**src/rtl/riscv_pkg.sv**
```systemverilog
// riscv_pkg: RV32I opcodes, instruction formats and opcode-to-format mapping
package riscv_pkg;
    localparam logic [6:0] OPCODE_LUI    = 7'b0110111;
    localparam logic [6:0] OPCODE_AUIPC  = 7'b0010111;
    localparam logic [6:0] OPCODE_JAL    = 7'b1101111;
    localparam logic [6:0] OPCODE_JALR   = 7'b1100111;
    localparam logic [6:0] OPCODE_BRANCH = 7'b1100011;
    localparam logic [6:0] OPCODE_LOAD   = 7'b0000011;
    localparam logic [6:0] OPCODE_STORE  = 7'b0100011;
    localparam logic [6:0] OPCODE_OP_IMM = 7'b0010011;
    localparam logic [6:0] OPCODE_OP     = 7'b0110011;

    typedef enum logic [2:0] {FMT_R, FMT_I, FMT_S, FMT_B, FMT_U, FMT_J, FMT_ILLEGAL} instr_fmt_t;

    function automatic instr_fmt_t opcode_to_fmt(input logic [6:0] opcode);
        case (opcode)
            OPCODE_OP:                               return FMT_R;
            OPCODE_OP_IMM, OPCODE_LOAD, OPCODE_JALR: return FMT_I;
            OPCODE_STORE:                            return FMT_S;
            OPCODE_BRANCH:                           return FMT_B;
            OPCODE_LUI, OPCODE_AUIPC:                return FMT_U;
            OPCODE_JAL:                              return FMT_J;
            default:                                 return FMT_ILLEGAL;
        endcase
    endfunction
endpackage

```
**src/rtl/instr_pack.sv**
```systemverilog
// instr_pack: packs instruction fields into an RV32I word for a given format
module instr_pack
    import riscv_pkg::*;
(
    input  logic [6:0]  opcode,
    input  instr_fmt_t  fmt,
    input  logic [4:0]  rd,
    input  logic [4:0]  rs1,
    input  logic [4:0]  rs2,
    input  logic [2:0]  funct3,
    input  logic [6:0]  funct7,
    input  logic [31:0] imm,
    output logic [31:0] instr,
    output logic        range_err
);
    // an immediate sign-fits N bits when bits [31:N-1] are all equal
    logic fit12, fit13, fit21;
    assign fit12 = &imm[31:11] | ~|imm[31:11];
    assign fit13 = &imm[31:12] | ~|imm[31:12];
    assign fit21 = &imm[31:20] | ~|imm[31:20];

    always_comb begin
        instr = 32'd0;
        range_err = 1'b0;
        case (fmt)
            FMT_R: instr = {funct7, rs2, rs1, funct3, rd, opcode};
            FMT_I: begin
                instr = {imm[11:0], rs1, funct3, rd, opcode};
                range_err = !fit12;
            end
            FMT_S: begin
                instr = {imm[11:5], rs2, rs1, funct3, imm[4:0], opcode};
                range_err = !fit12;
            end
            FMT_B: begin
                instr = {imm[12], imm[10:5], rs2, rs1, funct3, imm[4:1], imm[11], opcode};
                range_err = !fit13 || imm[0];
            end
            FMT_U: begin
                instr = {imm[31:12], rd, opcode};
                range_err = |imm[11:0];
            end
            FMT_J: begin
                instr = {imm[20], imm[10:1], imm[11], imm[19:12], rd, opcode};
                range_err = !fit21 || imm[0];
            end
            default: ;
        endcase
    end
endmodule

```
**src/rtl/instr_encoder.sv**
```systemverilog
// instr_encoder: field-level requests -> addressed RV32I words over a valid/ready stream
module instr_encoder
    import riscv_pkg::*;
#(
    parameter int ADDR_W    = 10,
    parameter int BASE_ADDR = 0
) (
    input  logic              clk,
    input  logic              rst,
    input  logic              restart,
    input  logic              in_valid,
    output logic              in_ready,
    input  logic [6:0]        in_opcode,
    input  logic [4:0]        in_rd,
    input  logic [4:0]        in_rs1,
    input  logic [4:0]        in_rs2,
    input  logic [2:0]        in_funct3,
    input  logic [6:0]        in_funct7,
    input  logic [31:0]       in_imm,
    output logic              out_valid,
    input  logic              out_ready,
    output logic [31:0]       out_instr,
    output logic [ADDR_W-1:0] out_addr,
    output logic [ADDR_W:0]   out_count,
    output logic              err_illegal,
    output logic              err_range
);
    localparam logic [ADDR_W-1:0] BASE = ADDR_W'(BASE_ADDR);

    instr_fmt_t        fmt;
    logic [31:0]       word;
    logic              range_err, accept, legal, load, handshake;
    logic [ADDR_W-1:0] addr, cur_addr;

    assign fmt       = opcode_to_fmt(in_opcode);
    assign in_ready  = !out_valid || out_ready;
    assign accept    = in_valid && in_ready;
    assign legal     = fmt != FMT_ILLEGAL;
    assign load      = accept && legal;
    assign handshake = out_valid && out_ready;
    assign cur_addr  = restart ? BASE : addr;

    instr_pack u_pack (
        .opcode    (in_opcode),
        .fmt       (fmt),
        .rd        (in_rd),
        .rs1       (in_rs1),
        .rs2       (in_rs2),
        .funct3    (in_funct3),
        .funct7    (in_funct7),
        .imm       (in_imm),
        .instr     (word),
        .range_err (range_err)
    );

    always_ff @(posedge clk or posedge rst) begin
        if (rst) begin
            out_valid   <= 1'b0;
            out_instr   <= 32'd0;
            out_addr    <= BASE;
            addr        <= BASE;
            out_count   <= '0;
            err_illegal <= 1'b0;
            err_range   <= 1'b0;
        end else begin
            if (load) begin
                out_valid <= 1'b1;
                out_instr <= word;
                out_addr  <= cur_addr;
            end else if (out_ready) begin
                out_valid <= 1'b0;
            end
            addr <= cur_addr + ADDR_W'(load);
            // a word still pending across restart is counted afresh when it leaves
            out_count   <= restart ? (ADDR_W+1)'(handshake)
                         : (handshake && !(&out_count)) ? out_count + 1'b1 : out_count;
            err_illegal <= (err_illegal && !restart) || (accept && !legal);
            err_range   <= (err_range && !restart) || (load && range_err);
        end
    end
endmodule

```
**config.mk**
```make
export PLATFORM = sky130hd
export DESIGN_NAME = instr_encoder
export DESIGN_NICKNAME = d
export VERILOG_FILES = /design/src/rtl/riscv_pkg.sv /design/src/rtl/instr_pack.sv /design/src/rtl/instr_encoder.sv
export SDC_FILE = /design/constraint.sdc
export NUM_CORES = 1
export LEC_CHECK = 0
export ABC_AREA = 1
export BUFFER_PORTS_ARGS = -buffer_cell sky130_fd_sc_hd__buf_4
export CORE_MARGIN = 10
export CORE_UTILIZATION = 30
export DETAILED_ROUTE_END_ITERATION = 6
export PLACE_DENSITY = 0.63
export SKIP_LAST_GASP = 1
export SYNTH_ARGS = -nofsm -noshare
export SYNTH_HDL_FRONTEND = slang
export SYNTH_SLANG_ARGS = --single-unit
```
**constraint.sdc**
```tcl
create_clock -name clk -period 4.05 [get_ports clk]
set_input_delay 0.81 -clock clk [delete_from_list [all_inputs] [get_ports clk]]
set_output_delay 0.81 -clock clk [all_outputs]
set_load 0.03 [all_outputs]
```
==> key figures <==
Outcome
  – Status: complete, no violations

Clocking
  – CTS resizes: 0
  – CTS HTree Levels: 3
  – TritonCTS Buffers: 9
  – Post-CTS Repair Setup Buffers: 0
  – CTS tree: built
  – Hold-fix buffers, CTS: 0
  – Clock Sinks: 66
  – Worst-path clk slew: 50 ps
  – Clk root buf: clkbuf_16
  – Clock Latency Late Sink: 330 ps
  – CTS max path bufs: 2

Finish
  – Fillers: 1246
  – P&R area growth vs syn: 38.2%
  – Final Non-Filler Cells: 799
  – Fin nets: 699
  – Final instance area: 5170 um^2
  – Share of post-route cells with drive strength above 1: 27.6%
  – Diode count: 0
  – Util after Layout: 42.7%

Synthesis
  – Syn Inst Count: 498
  – Mux contribution to synthesized area: 0%
  – Main combinational cell family by area after synthesis: simple AND/OR/NAND/NOR gates
  – Simple-Gate Fraction of Synth Area: 34.1%
  – Yosys reg bits: 66
  – Post-synthesis compound-gate area fraction: 11.2%
  – XOR/XNOR share of the synthesized area: 1.64%
  – YS warnings: 0
  – Synth Cell Area: 3740 um^2
  – Yosys top cell by area: dfrtp_1
  – Top cell type's share of synthesized area: 44.1%
  – Synth cell types: 35
  – Avg Inst Size Synth: 7.52 um^2
  – Largest cells by area after synthesis: dfrtp_1 (44%), nand2_1 (17%), inv_1 (4.9%)
  – Adder-Cell Fraction of Synth Area: 1.34%
  – Mapped Nets: 571
  – Sequential area share after synthesis: 44.1%

STA
  – Final setup viols: 0
  – Fmax: 0.309 GHz
  – Min cycle time layout: 3240 ps
  – Setup TNS: 0 ps
  – Period utilisation layout: 80.0%
  – Worst Max-Slew Pin Slew: 925 ps
  – Max-slew headroom: 38.3%
  – Max-slew violation count: 0
  – RSZ-0062 raised after global routing: false
  – Final Hold Vio Count: 0
  – Worst Skew: 5.42 ps

Min path
  – Hold endpoint: addr[4]$_DFF_PP0_
  – Hold Crit Class: reg2reg
  – WHS Path Cells: 1
  – HP Start: addr[4]$_DFF_PP0_

Placed design
  – Placed Area: 4840 um^2
  – # port buffers: 125
  – Dpl cells: 783
  – Final Wtd Congestion: 0.910
  – DPL Wire Length: 9830 um

Floorplanning
  – Die Ht: 132 um
  – Die Wd: 132 um
  – DIE AREA: 17400 um^2
  – Core area: 12100 um^2
  – # rows: 40
  – Starting Density: 30.9%
  – IO Count: 126

Global routing
  – First-pass GRT wire length: 20700 um
  – Largest net degree at the start of global routing: 50
  – Global Route Usage Sum: 14.5%
  – Initial antenna violation count: 0
  – Vias in the first global route: 3956
  – GRT overflow: 0

Pwr
  – PwrDens: 334 nW/um^2
  – Psw: 0.000423 W
  – Power Internal: 0.00131 W
  – Max VDD drop: 0.000168 V
  – Comb power frac: 11.1%
  – Clock power frac: 49.7%
  – Pwr Total: 0.00173 W
  – Sw Share: 24.4%
  – Seq pwr share: 39.2%
  – Static Leakage: 2.70 nW

Route
  – Antenna viol nets, final: 0
  – Avg Vias per Cell: 4.63
  – DRC: 0
  – Routed len/inst: 15.6 um
  – Initial DRC Count: 340
  – Total Wirelength: 12500 um
  – Vias: 3696
  – Drt pass-1 iters: 5

Setup path
  – RR Endpoint: addr[8]$_DFF_PP0_
  – Worst R2R Path Depth: 10
  – Crit. End Element: register
  – FF-to-FF Start: out_valid$_DFFE_PP0P_
  – Worst Setup Start Kind: input pin
  – Critical Path RT: 4300 ps
  – R2R Setup Slk: 1950 ps
  – WS Path Type: in2reg
  – Worst EP arrival: 3490 ps
  – CP max FO: 10

Flow run
  – MaxCap Viol Count: 0
==> power groups by stage <==
stage / sequential, W / combinational, W / clock [W]
2_1_floorplan: 0.000711 / 0.0000683 / 0
3_3_place_gp: 0.000690 / 0.000192 / 0
3_5_place_dp: 0.000690 / 0.000193 / 0
4_1_cts: 0.000678 / 0.000194 / 0.000881
5_1_grt: 0.000680 / 0.000212 / 0.000911
6_report: 0.000678 / 0.000192 / 0.000859
==> flip-flops by register name, indices dropped and copies added, names as in the netlist <==
register	flops
out_addr	10
out_valid	1
err_illegal	1
out_count	11
addr	10
out_instr	32
err_range	1
==> worst max-delay path by stage <==
stage,start,end,slack [ps],cells past startpoint
3_5_place_dp,in_opcode[3],addr[8]$_DFF_PP0_,490,19
6_report,in_opcode[3],addr[8]$_DFF_PP0_,810,19
3_3_place_gp,in_opcode[3],addr[8]$_DFF_PP0_,590,19
4_1_cts,in_opcode[3],addr[8]$_DFF_PP0_,820,19
2_1_floorplan,in_opcode[1],addr[8]$_DFF_PP0_,900,17
5_1_grt,in_opcode[3],addr[8]$_DFF_PP0_,510,19
==> stage by stage <==
step	worst slack [ps]	hold slack (ps)
global route	509	455
detailed placement	485	434
finish	812	439
floorplan	899	417
global placement	592	441
CTS	822	442
==> cell usage in the layout (no fill, tap or decap), drive strengths merged, types with 2 or more instances in the layout <==
cell    instances
buf           127
o21ai          26
ha              4
a22o           10
o21bai          2
nand2         179
o211ai          5
o31ai           8
clkbuf         10
xor2            6
dfrtp          66
bufinv          2
nor4            2
nor2           51
clkinv          4
nor3           18
nand4          11
nand3b          2
nand3          28
a21oi           9
inv            57
==> critical path: stages <==
cell and delay (ps):
buf_4 120, inv_1 70, nand2_1 60, nor2_2 120
inv_1 80, o21ai_4 340, inv_2 90, ha_1 210
inv_1 50, o21bai_4 120, nor2_2 90, nor2_4 220
ha_1 210, ha_1 180, nand2_1 60, nor2_1 170
nand3_1 130, nor3_1 180, xor2_1 170
==> metal layers <==
layer	up-vias	wire length (um)	GRT usage, %
met5	-	0	0
met4	0	140	3.83
met3	11	1000	6.10
met2	137	5690	23.0
met1	1682	5660	17.7
li1	1866	-	-
==> cells in the mapped netlist (all sizes together) <==
cell	number
xor2	6
o211ai	5
dfrtp	66
buf	7
nand3	28
inv	57
nor4	2
o31ai	8
nor2	51
nand2	179
a21oi	9
o21bai	2
clkbuf	3
nand3b	2
clkinv	1
xnor2	1
o21a	1
nand4	11
ha	4
or2	1
o21ai	26
nor3	18
a22o	10
==> cell type report <==
| class | count | area, um^2 | area share (%) |
|---|---|---|---|
| clock inverter | 6 | 90.1 | 1.74 |
| clock buffer | 10 | 239 | 4.62 |
| multi-input combinational | 364 | 1810 | 35.0 |
| sequential | 66 | 1650 | 31.9 |
| timing repair buffer | 127 | 953 | 18.4 |
| inverter | 58 | 220 | 4.26 |
| tap | 168 | 210 | 4.06 |
==> kinds of logic (layout without fill, tap and decap cells) <==
kind of cell / Yosys count / in the layout
compound gates: 61 / 61
flops: 66 / 66
xor+xnor: 7 / 7
buf+inv: 68 / 201
fa+ha+maj: 4 / 4
simple gates: 292 / 292
Power figures use the tool's default switching activity.
